$ cat src/rtl/inst_loader.sv
// inst_loader: assembles 16-bit instruction words from two operator-entered bytes
// (high byte first, one byte per key strobe) and writes them to instruction
// memory at sequential addresses starting from 0.
//
// Optional feature: define INST_LOADER_CHECKSUM_EN to build a running checksum
// of written words. When it is undefined, Checksum is tied to 0.
module inst_loader #(
  parameter int unsigned DATA_W = 16,
  parameter int unsigned ADDR_W = 5,
  parameter int unsigned DEPTH  = 32
) (
  input  logic              Clock,
  input  logic              Resetn,
  input  logic              Start,
  input  logic              Stop,
  input  logic              Strobe,
  input  logic [7:0]        Byte,
  output logic              WrEn,
  output logic [ADDR_W-1:0] WrAddr,
  output logic [DATA_W-1:0] WrData,
  output logic [ADDR_W:0]   Count,
  output logic              Loading,
  output logic              WaitLow,
  output logic              Full,
  output logic [DATA_W-1:0] Checksum
);

  // Word count at which the memory is full.
  localparam logic [ADDR_W:0] DepthCnt = (ADDR_W + 1)'(DEPTH);

  typedef enum logic [2:0] {
    StIdle,
    StHigh,
    StLow,
    StWrite,
    StFull
  } state_e;

  state_e state_q, state_d;

  // Strobe synchronizer and edge history.
  logic s1_q, s2_q, s3_q;
  logic strobe_rise;

  // Datapath registers.
  logic [7:0]        hi_q;
  logic [DATA_W-1:0] word_q;
  logic [ADDR_W-1:0] addr_q;
  logic [ADDR_W:0]   count_q;

  // Registered status outputs, always equal to a decode of state_q.
  logic wr_en_q;
  logic loading_q;
  logic wait_low_q;
  logic full_q;

  // Decoded control events for the current cycle.
  logic in_load;
  logic restart;
  logic stop_load;
  logic take_hi;
  logic take_lo;
  logic do_write;
  logic last_word;

  // Two-flop synchronizer for the asynchronous key level, plus history flop.
  always_ff @(posedge Clock or negedge Resetn) begin
    if (!Resetn) begin
      s1_q <= 1'b0;
      s2_q <= 1'b0;
      s3_q <= 1'b0;
    end else begin
      s1_q <= Strobe;
      s2_q <= s1_q;
      s3_q <= s2_q;
    end
  end

  assign strobe_rise = s2_q & ~s3_q;

  // Event decode: Start beats Stop beats strobe; WRITE ignores all three.
  always_comb begin
    in_load   = (state_q == StHigh) || (state_q == StLow);
    restart   = Start && (state_q != StWrite);
    stop_load = in_load && !Start && Stop;
    take_hi   = (state_q == StHigh) && !Start && !Stop && strobe_rise;
    take_lo   = (state_q == StLow) && !Start && !Stop && strobe_rise;
    do_write  = (state_q == StWrite);
    last_word = ((count_q + 1'b1) == DepthCnt);
  end

  // Next-state logic.
  always_comb begin
    state_d = state_q;
    case (state_q)
      StIdle, StFull: begin
        if (Start) state_d = StHigh;
      end
      StHigh: begin
        if (Start)            state_d = StHigh;
        else if (Stop)        state_d = StIdle;
        else if (strobe_rise) state_d = StLow;
      end
      StLow: begin
        if (Start)            state_d = StHigh;
        else if (Stop)        state_d = StIdle;
        else if (strobe_rise) state_d = StWrite;
      end
      StWrite: begin
        state_d = last_word ? StFull : StHigh;
      end
      default: state_d = StIdle;
    endcase
  end

  // State register, registered status outputs and word/address datapath.
  always_ff @(posedge Clock or negedge Resetn) begin
    if (!Resetn) begin
      state_q    <= StIdle;
      wr_en_q    <= 1'b0;
      loading_q  <= 1'b0;
      wait_low_q <= 1'b0;
      full_q     <= 1'b0;
      hi_q       <= '0;
      word_q     <= '0;
      addr_q     <= '0;
      count_q    <= '0;
    end else begin
      state_q    <= state_d;
      wr_en_q    <= (state_d == StWrite);
      loading_q  <= (state_d == StHigh) || (state_d == StLow) || (state_d == StWrite);
      wait_low_q <= (state_d == StLow);
      full_q     <= (state_d == StFull);

      // A held high byte is dropped whenever loading is restarted or stopped.
      if (restart || stop_load) begin
        hi_q <= '0;
      end else if (take_hi) begin
        hi_q <= Byte;
      end

      // word_q keeps the last assembled word so WrData is stable between writes.
      if (take_lo) begin
        word_q <= {hi_q, Byte};
      end

      if (restart) begin
        addr_q  <= '0;
        count_q <= '0;
      end else if (do_write) begin
        addr_q  <= addr_q + 1'b1;
        count_q <= count_q + 1'b1;
      end
    end
  end

`ifdef INST_LOADER_CHECKSUM_EN
  logic [DATA_W-1:0] csum_q;

  // Running modular sum of every word written since the last Start.
  always_ff @(posedge Clock or negedge Resetn) begin
    if (!Resetn) begin
      csum_q <= '0;
    end else if (restart) begin
      csum_q <= '0;
    end else if (do_write) begin
      csum_q <= csum_q + word_q;
    end
  end

  assign Checksum = csum_q;
`else
  assign Checksum = '0;
`endif

  assign WrEn    = wr_en_q;
  assign WrAddr  = addr_q;
  assign WrData  = word_q;
  assign Count   = count_q;
  assign Loading = loading_q;
  assign WaitLow = wait_low_q;
  assign Full    = full_q;

endmodule

$ cat config.mk
export PLATFORM = sky130hd
export DESIGN_NAME = inst_loader
export DESIGN_NICKNAME = d
export VERILOG_FILES = /design/src/rtl/inst_loader.sv
export SDC_FILE = /design/constraint.sdc
export NUM_CORES = 1
export LEC_CHECK = 0
export ABC_AREA = 1
export CAP_MARGIN = 20
export CORE_ASPECT_RATIO = 0.75
export CORE_MARGIN = 5
export CORE_UTILIZATION = 40
export CTS_CLUSTER_SIZE = 10
export DETAILED_ROUTE_END_ITERATION = 7
export GPL_ROUTABILITY_DRIVEN = 0
export PLACE_DENSITY = 0.68
export SETUP_SLACK_MARGIN = 0.1
export SLEW_MARGIN = 40
export SYNTH_ARGS = -nofsm -noshare
export SYNTH_HDL_FRONTEND = slang
export SYNTH_SLANG_ARGS = --single-unit
$ cat constraint.sdc
create_clock -name Clock -period 1.5 [get_ports Clock]
set_input_delay 0.225 -clock Clock [delete_from_list [all_inputs] [get_ports Clock]]
set_output_delay 0.225 -clock Clock [all_outputs]
set_load 0.1 [all_outputs]
; Word-level counts from Yosys, hierarchy flattened
; Index checks and enable logic that the tools add are counted.
[totals]
regBits = 45
output_inout_bits = 47
[op_classes]
n_addsub = 2
n_eq_ne = 10
mux = 15
bitwise_logic = 2
reduce_logical = 19
[ops]
columns = op, n
row1 = 3-bit two-way mux, 8
row2 = 8-bit two-way mux, 2
row3 = 3-bit by 2-bit equality test with 1-bit output (second input constant), 4
row4 = 6-bit two-way mux, 2
row5 = 3-bit case mux with 4 select lines, 1
row6 = 5-bit two-way mux, 2
row7 = 1-bit logical AND, 9
row8 = 6-bit by 1-bit adder with 6-bit output (second input constant), 1
row9 = 3-bit by 1-bit equality test with 1-bit output (second input constant), 2
row10 = 3-bit equality test (second input constant), 2
row11 = 6-bit equality test (second input constant), 1
row12 = 5-bit by 1-bit adder with 5-bit output (second input constant), 1
row13 = 1-bit logical OR, 4
row14 = 2-bit nonzero test, 2
row15 = 3-bit logical NOT, 1
row16 = 3-bit by 2-bit inequality test with 1-bit output (second input constant), 1
row17 = 1-bit logical NOT, 2
row18 = 2-bit OR reduction, 1
row19 = 1-bit bitwise AND, 1
row20 = 1-bit inverter, 1

; Longest topological paths before layout
; Gate-level depths: netlist (run 1).
[logic_depth]
word_depth = 9
ltp_mapped = 10
mapped_depth_nobuf = 10

; Least setup slack after synthesis (run 1)
; No wires, ideal clock.
[synth_timing]
kind = reg2reg
startpoint = register count_q[0] (netlist: Count[0])
endpoint = register wait_low_q (netlist: WaitLow)
setup_ps = 115
arrival_time_ps = 1915
slack_ps = -530
stages_incl_launch_ff = 11
n_path_buf = 0
cell_sequence = dfrtp_1 -> ha_1 -> nand2_2 -> inv_1 -> nand3_1 -> nand2_1 -> nor2_2 -> nand2_2 -> nand2_2 -> nand2_2 -> nor2_2
[synth_via]
elab_chain_len = 5
[synth_lines]
columns = item, line
row1 = start: declaration, 49  ; logic [ADDR_W:0] count_q;
row2 = start signal: assignment, 152  ; count_q <= count_q + 1'b1;
row3 = 6-bit by 1-bit adder with 6-bit output, 89  ; last_word = ((count_q + 1'b1) == DepthCnt);
row4 = 6-bit equality test, 89
row5 = 3-bit two-way mux, 110  ; state_d = last_word ? StFull : StHigh;
row6 = 3-bit case mux with 4 select lines, 95  ; case (state_q)
row7 = net state_d[0], 39  ; state_e state_q, state_d;
row8 = 3-bit by 2-bit equality test with 1-bit output, 132  ; wait_low_q <= (state_d == StLow);
row9 = end signal: assignment, 132
row10 = end: declaration, 54  ; logic wait_low_q;
; The timed path passes the listed nets, and every way through them passes these cells.
; A chain may end at the register's enable or synchronous reset.

; Worst setup path after layout (run 1)
[layout_timing]
startpoint = register count_q[0] (netlist: Count[0])
endpoint = register loading_q (netlist: Loading)
[layout_via]
elab_chain_len = 7
word_cells_on_any_way = 9
[layout_lines]
columns = item, line
row1 = 6-bit by 1-bit adder with 6-bit output *, 89
row2 = 6-bit equality test *, 89
row3 = 3-bit two-way mux *, 110
row4 = 3-bit case mux with 4 select lines *, 95
row5 = 3-bit by 1-bit equality test with 1-bit output / 3-bit by 2-bit equality test with 1-bit output (equally long branches), 131  ; loading_q <= (state_d == StHigh) || (state_d == StLow) || (state_d == StWrite);
row6 = 1-bit logical OR, 131
row7 = 1-bit logical OR *, 131
row8 = end signal: assignment, 131
row9 = end: declaration, 53  ; logic loading_q;
; Every way passes the cells marked *; elsewhere a longest branch is shown, timed or not.

==> reports/metrics.cfg, run 1 <==
[setup_path]
crit_arrival_ps=1540
reg2reg_from=Count[0]$_DFFE_PN0P_
path_class=flop to flop
setup.worst_path.start=Count[0]$_DFFE_PN0P_
cp_common_cell=nand2_2
cp.required_ps=1670
worstPathMaxFanout=4
critPathSlowestCell=dfrtp_4
crit_path_end_kind=flop
cpPeakStageDelay_ps=520
critPathLaunchType=flop
crit_chain=ha_4, nand2_4, inv_4, nand3_2, nand2_2, nor2_2, nand2_2, nand2_2, nand3_1
cp_top_family=flip-flops
timing.critical_path.buf_inv=1

[synth]
synth_area_um2=2060
syn-instance-count=227
synth.top_cells.by_area=dfrtp_1, nand2_1, buf_4
ys_warn_count=0
synth-seq-cells=45
synth.avg_cell_area_um2=9.06
yosys.area.top_type=dfrtp_1
ys_types=25
yosysTopAreaCellShare=0.547
async_flop_share=1.00
ys.flop_type=dfrtp_1
yosys-top-cells-count=nand2_1, dfrtp_1, buf_4
synth_edf_count=0
ys_seq_area_frac=0.547
synth_most_common_cell=nand2_1

[cts]
clkSinkCount=45
cts_buffers=5
clkLatencyLatePin_ps=300
cts_root_buf=clkbuf_8
clk_pin_slew_worst_paths_ps=90
cts_tree=done
htreeDepth=2
clockBufferDepth=2

[pwr]
p_leak_nw=1.48
vdd_drop_max_v=0.000778
powerDensity_nw_per_um2=1050

[hold_path]
worst_hold_path_type=flop to flop
hold_start=s1_q$_DFF_PN0_

[floorplan]
die_w_um=92.8
ioPinCount=60
die_h_um=72.1
core_area_um2=4930
die_area_um2=6690
initial_core_util=0.417
num_rows=22

[placement]
hpwlAfterDp_um=3370
post-place-ws_ps=-63.9
io_buffers=43

[drt]
via_count=1618
drtIter0Drc=78
final_antenna_net_count=0
detail_route.first_pass.iterations=4
wl_per_cell_um=13.0
routed_wl_um=4580
vias_per_cell=4.61
drc_errors=0

[layout]
final_nets=305
antenna_cells=0
area_delta_synth_final_pct=50.6
utilization=0.629
drive_above_1_share=0.344

[outcome]
status=finished, final reports clean

[grt]
grt_pass1_vias=1495
antenna_found_initial=0
grt_pass1_wl_um=7160
grt-ovfl-total=0
grt.total_usage=0.136
grt_max_degree=27

[sta]
worst_slack_ps=126
period_needed_ps=1370
final_max_slew_viol_count=0
rsz0062_at_grt=yes
post-route-period-util=0.916
skew_ps=10.9
fmax_mhz=728
setup_viol=0
hold_viol_final=0

[flow_run]
max-cap-violations=0

==> worst reg2reg max path, cell delays in order, from the launching register on <==
cell,delay [ps]
dfrtp_4,520
ha_4,190
nand2_4,80
inv_4,40
nand3_2,50
nand2_2,60
nor2_2,90
nand2_2,70
nand2_2,80
nand3_1,80
==> cell families after synthesis <==
logic type,share of synthesized area
simple gates,0.252
other cells,0.00182
flops,0.547
buf+inv,0.101
fa+ha+maj,0.0122
compound gates,0.0858
==> timing repair <==
item                                    CTS  global route
buffers inserted                          3             4
endpoints found under the setup margin    3             6
resized for setup                         1             3
hold buffers                              1             0
hold endpoints to repair                 45             0
pin swaps                                 0             1
==> state kept, by name, indices dropped and copies added (netlist names) <==
register / cells
state_q: 3
Loading: 1
Full: 1
WaitLow: 1
s3_q: 1
hi_q: 8
Count: 6
WrEn: 1
WrData: 16
WrAddr: 5
s1_q: 1
s2_q: 1
==> power breakdown <==
part,internal (mW),switching [mW],leakage [nW]
clock,0.494,0.399,0.0552
combinational,0.334,0.672,0.827
sequential,1.29,0.0812,0.596
total,2.11,1.15,1.48
==> metrics by stage <==
stage	setup TNS [ps]	instances	instance area (µm²)	total power [mW]	hold slack, ps
after floorplan	0	242	2160	2.00	-70.6
after global placement	0	335	2910	2.28	215
after detailed placement	-476	335	2910	2.29	224
after CTS	0	347	3060	3.28	355
after global routing	0	351	3100	3.38	365
final	0	351	3100	3.27	354
==> cell type report <==
class                   count  area (µm²)
well taps                  60        75.1
fillers                   396        1830
multi-input cells         162         805
inverters                  16        66.3
clock inverters             2        35.0
repair buffers             60         891
flip-flops and latches     45        1150
clock buffers               6        72.6
==> routing by layer <==
layer	vias to the layer above	part of all wire	global-route usage
met1	747	0.48	0.196
met5	-	0	0
met3	7	0.056	0.0342
met2	54	0.44	0.197
li1	810	-	-
met4	0	0.014	0.0488
==> cell usage in the layout (no fill, tap or decap), types with 6 or more instances in the layout <==
master,count
a21oi_2,8
buf_12,33
buf_4,14
clkdlybuf4s50_1,11
conb_1,16
dfrtp_1,35
dfrtp_4,6
inv_1,10
nand2_1,85
nand2_2,7
nand3_1,7
o21ai_0,8
==> final timing paths <==
| kind | endpoint | slack (ps) | cells past startpoint |
|---|---|---|---|
| min reg2reg | s2_q$_DFF_PN0_ | 350 | 0 |
| min in group asynchronous | WrData[2]$_DFFE_PN0P_ | 430 | 3 |
| max in group asynchronous | Count[0]$_DFFE_PN0P_ | 750 | 3 |
| max | Loading$_DFF_PN0_ | 130 | 9 |
| min | s2_q$_DFF_PN0_ | 350 | 0 |
| max reg2reg | Loading$_DFF_PN0_ | 130 | 9 |
No activity file was read; power rests on OpenSTA's default activity.
==> run 2, diff against run 1 <==
Settings changed: ABC_AREA 1 to not set.
==> run 2 against run 1 <==
Net effect: clock power shrank 12%; synthesized cell count down 26%; fmax is 4.3% lower; largest power group unchanged.
==> reports/metrics.cfg, run 2 <==
[cts]
cts_buffers=5  ; unchanged
cts_root_buf=clkbuf_8
cts_tree=done
clk_pin_slew_worst_paths_ps=80  ; about the same
htreeDepth=2  ; unchanged
clkLatencyLatePin_ps=300  ; about the same
clkSinkCount=45  ; unchanged
clockBufferDepth=2  ; unchanged

[floorplan]
die_w_um=92.5  ; -0.36%
num_rows=22  ; unchanged
die_area_um2=6640  ; -0.70%
initial_core_util=0.414  ; -0.00330
core_area_um2=4930  ; unchanged
ioPinCount=60  ; unchanged
die_h_um=71.9  ; -0.35%

[drt]
wl_per_cell_um=15.9  ; +22%
detail_route.first_pass.iterations=4  ; unchanged
drtIter0Drc=67  ; -14%
drc_errors=0  ; unchanged
vias_per_cell=4.97  ; +7.9%
final_antenna_net_count=0  ; unchanged
via_count=1517  ; -6.2%
routed_wl_um=4850  ; +5.9%

[synth]
synth_most_common_cell=dfrtp_1
yosys-top-cells-count=dfrtp_1, buf_4, o21ai_0
yosys.area.top_type=dfrtp_1
async_flop_share=1.00  ; unchanged
syn-instance-count=169  ; -26%
synth.avg_cell_area_um2=12.1  ; +33%
ys_warn_count=0  ; unchanged
ys_seq_area_frac=0.552  ; +0.00436
synth-seq-cells=45  ; unchanged
synth_area_um2=2040  ; -0.79%
yosysTopAreaCellShare=0.552  ; +0.00436
ys_types=36  ; +44%
ys.flop_type=dfrtp_1
synth_edf_count=0  ; unchanged
synth.top_cells.by_area=dfrtp_1, mux2_4, buf_4

[sta]
setup_viol=0  ; unchanged
hold_viol_final=0  ; unchanged
whs_ps=346  ; -7.87 ps
period_needed_ps=1430  ; +61.1 ps
rsz0062_at_grt=yes
post-route-period-util=0.956  ; +0.0408
worst_slack_ps=65.3  ; -61.1 ps
skew_ps=7.69  ; -3.18 ps
finalSetupTns_ps=0  ; unchanged
fmax_mhz=697  ; -4.3%
final_max_slew_viol_count=0  ; unchanged

[pwr]
power_mw=2.58  ; -21%
p_leak_nw=1.57  ; +6.0%
intPower_mw=1.77  ; -16%
comb_power_share=0.208  ; -0.100
vdd_drop_max_v=0.000411  ; -47%
powerDensity_nw_per_um2=774  ; -27%
clock_power_share=0.305  ; +0.032
seqPwrFrac=0.487  ; +0.069
p_switching_uw=807  ; -30%
switching_share=0.313  ; -0.0394

[layout]
drive_above_1_share=0.473  ; +0.130
area_delta_synth_final_pct=63.2
largest_register_ffs=16  ; unchanged
fillers=341  ; -14%
final_cell_mix=buf_12, dfrtp_1, buf_4
layout_commonest_cell=buf_12
antenna_cells=0  ; unchanged
final_nets=259  ; -15%

[setup_path]
cp.required_ps=1690  ; +20 ps
critPathLaunchType=flop
reg2reg_from=state_q[0]$_DFF_PN0_
setup.worst_path.start=state_q[0]$_DFF_PN0_
crit_arrival_ps=1620  ; +80 ps
crit_path_end_kind=flop
path_class=flop to flop
worstPathMaxFanout=4  ; unchanged

[grt]
grt.total_usage=0.144  ; +0.00797
grt_max_degree=34  ; +26%
antenna_found_initial=0  ; unchanged
grt_pass1_wl_um=7400  ; +3.5%
grt-ovfl-total=0  ; unchanged
grt_pass1_vias=1423  ; -4.8%

[placement]
io_buffers=43  ; unchanged
hpwlAfterDp_um=3090  ; -8.3%
post-place-ws_ps=-195  ; -131 ps

[hold_path]
worst_hold_path_type=primary input to asynchronous set/reset pin

[flow_run]
max-cap-violations=0  ; unchanged

[outcome]
status=finished, final reports clean

## run 2: cell types whose count changed after synthesis, moves of 7 or more
cell     change
mux2i_1      +9
nor2_1      +11
nand2_2      -7
a21oi_2      -8
nand3_1      -7
mux2_2       +7
o21ai_0      +7
mux2_4       +9
inv_1       -11
nand2_1     -76
## run 2: path summary, 6_finish.rpt
| check | end | slack (ps) | cells after the start |
|---|---|---|---|
| min | WrAddr[0]$_DFFE_PN0P_ | 350 | 2 |
| max reg2reg | WrData[14]$_DFFE_PN0P_ | 70 | 4 |
| max | WrData[14]$_DFFE_PN0P_ | 70 | 4 |
| min in group Clock | s2_q$_DFF_PN0_ | 350 | 0 |
| min reg2reg | s2_q$_DFF_PN0_ | 350 | 0 |
| max in group asynchronous | Count[5]$_DFFE_PN0P_ | 670 | 3 |
## run 2: critical path, cell delays in order, from the launching register on
cell	delay, ps
dfrtp_2	430
and2b_2	270
nand3_4	140
clkbuf_16	200
mux2_4	290
## run 2: power by group through the flow
stage               combinational (mW)  sequential (mW)  clock, mW
finish                           0.536             1.25      0.786
global route                     0.558             1.26      0.844
CTS                              0.491             1.25      0.785
detailed placement               0.477             1.28          0
global placement                 0.472             1.28          0
floorplan                        0.264             1.36          0
## run 2: cell type report
| cell class | instances | area, µm² | share of cell area |
|---|---|---|---|
| tap | 60 | 75.1 | 0.0225 |
| timing repair buffer | 72 | 1070 | 0.320 |
| clock buffer | 8 | 90.1 | 0.0270 |
| sequential | 45 | 1160 | 0.347 |
| inverter | 1 | 3.75 | 0.00113 |
| multi-input combinational | 119 | 938 | 0.282 |
## run 2: what timing repair did
item / in CTS / in global routing
pin swaps: 2 / 6
setup endpoints to repair: 19 / 35
gates resized for setup: 5 / 35
hold buffers: 1 / 0
setup buffers: 5 / 10
hold endpoints to repair: 12 / 0
cloned: 1 / 2
## run 2: per-stage QoR
stage / instance area, µm² / util / cells
after global placement: 2920 / 0.592 / 278
after floorplan: 2120 / - / 184
after CTS: 3090 / 0.628 / 293
final: 3330 / 0.676 / 305
after detailed placement: 2920 / 0.592 / 278
after global routing: 3330 / 0.676 / 305
## run 2: cells by family after synthesis
family,share of synthesized area
AND/OR/NAND/NOR,0.131
flip-flops,0.552
AO/OA/AOI/OAI,0.0785
multiplexers,0.149
buffers and inverters,0.0711
adder cells (fa/ha/maj),0.0123
other,0.00184
XOR/XNOR,0.00429
## run 2: layer usage
layer  routed length [µm]  share of wire  track usage
met5                    0              0            0
met4                   98          0.020       0.0593
met3                  204          0.042       0.0315
met2                 2270           0.47        0.214
met1                 2270           0.47        0.203
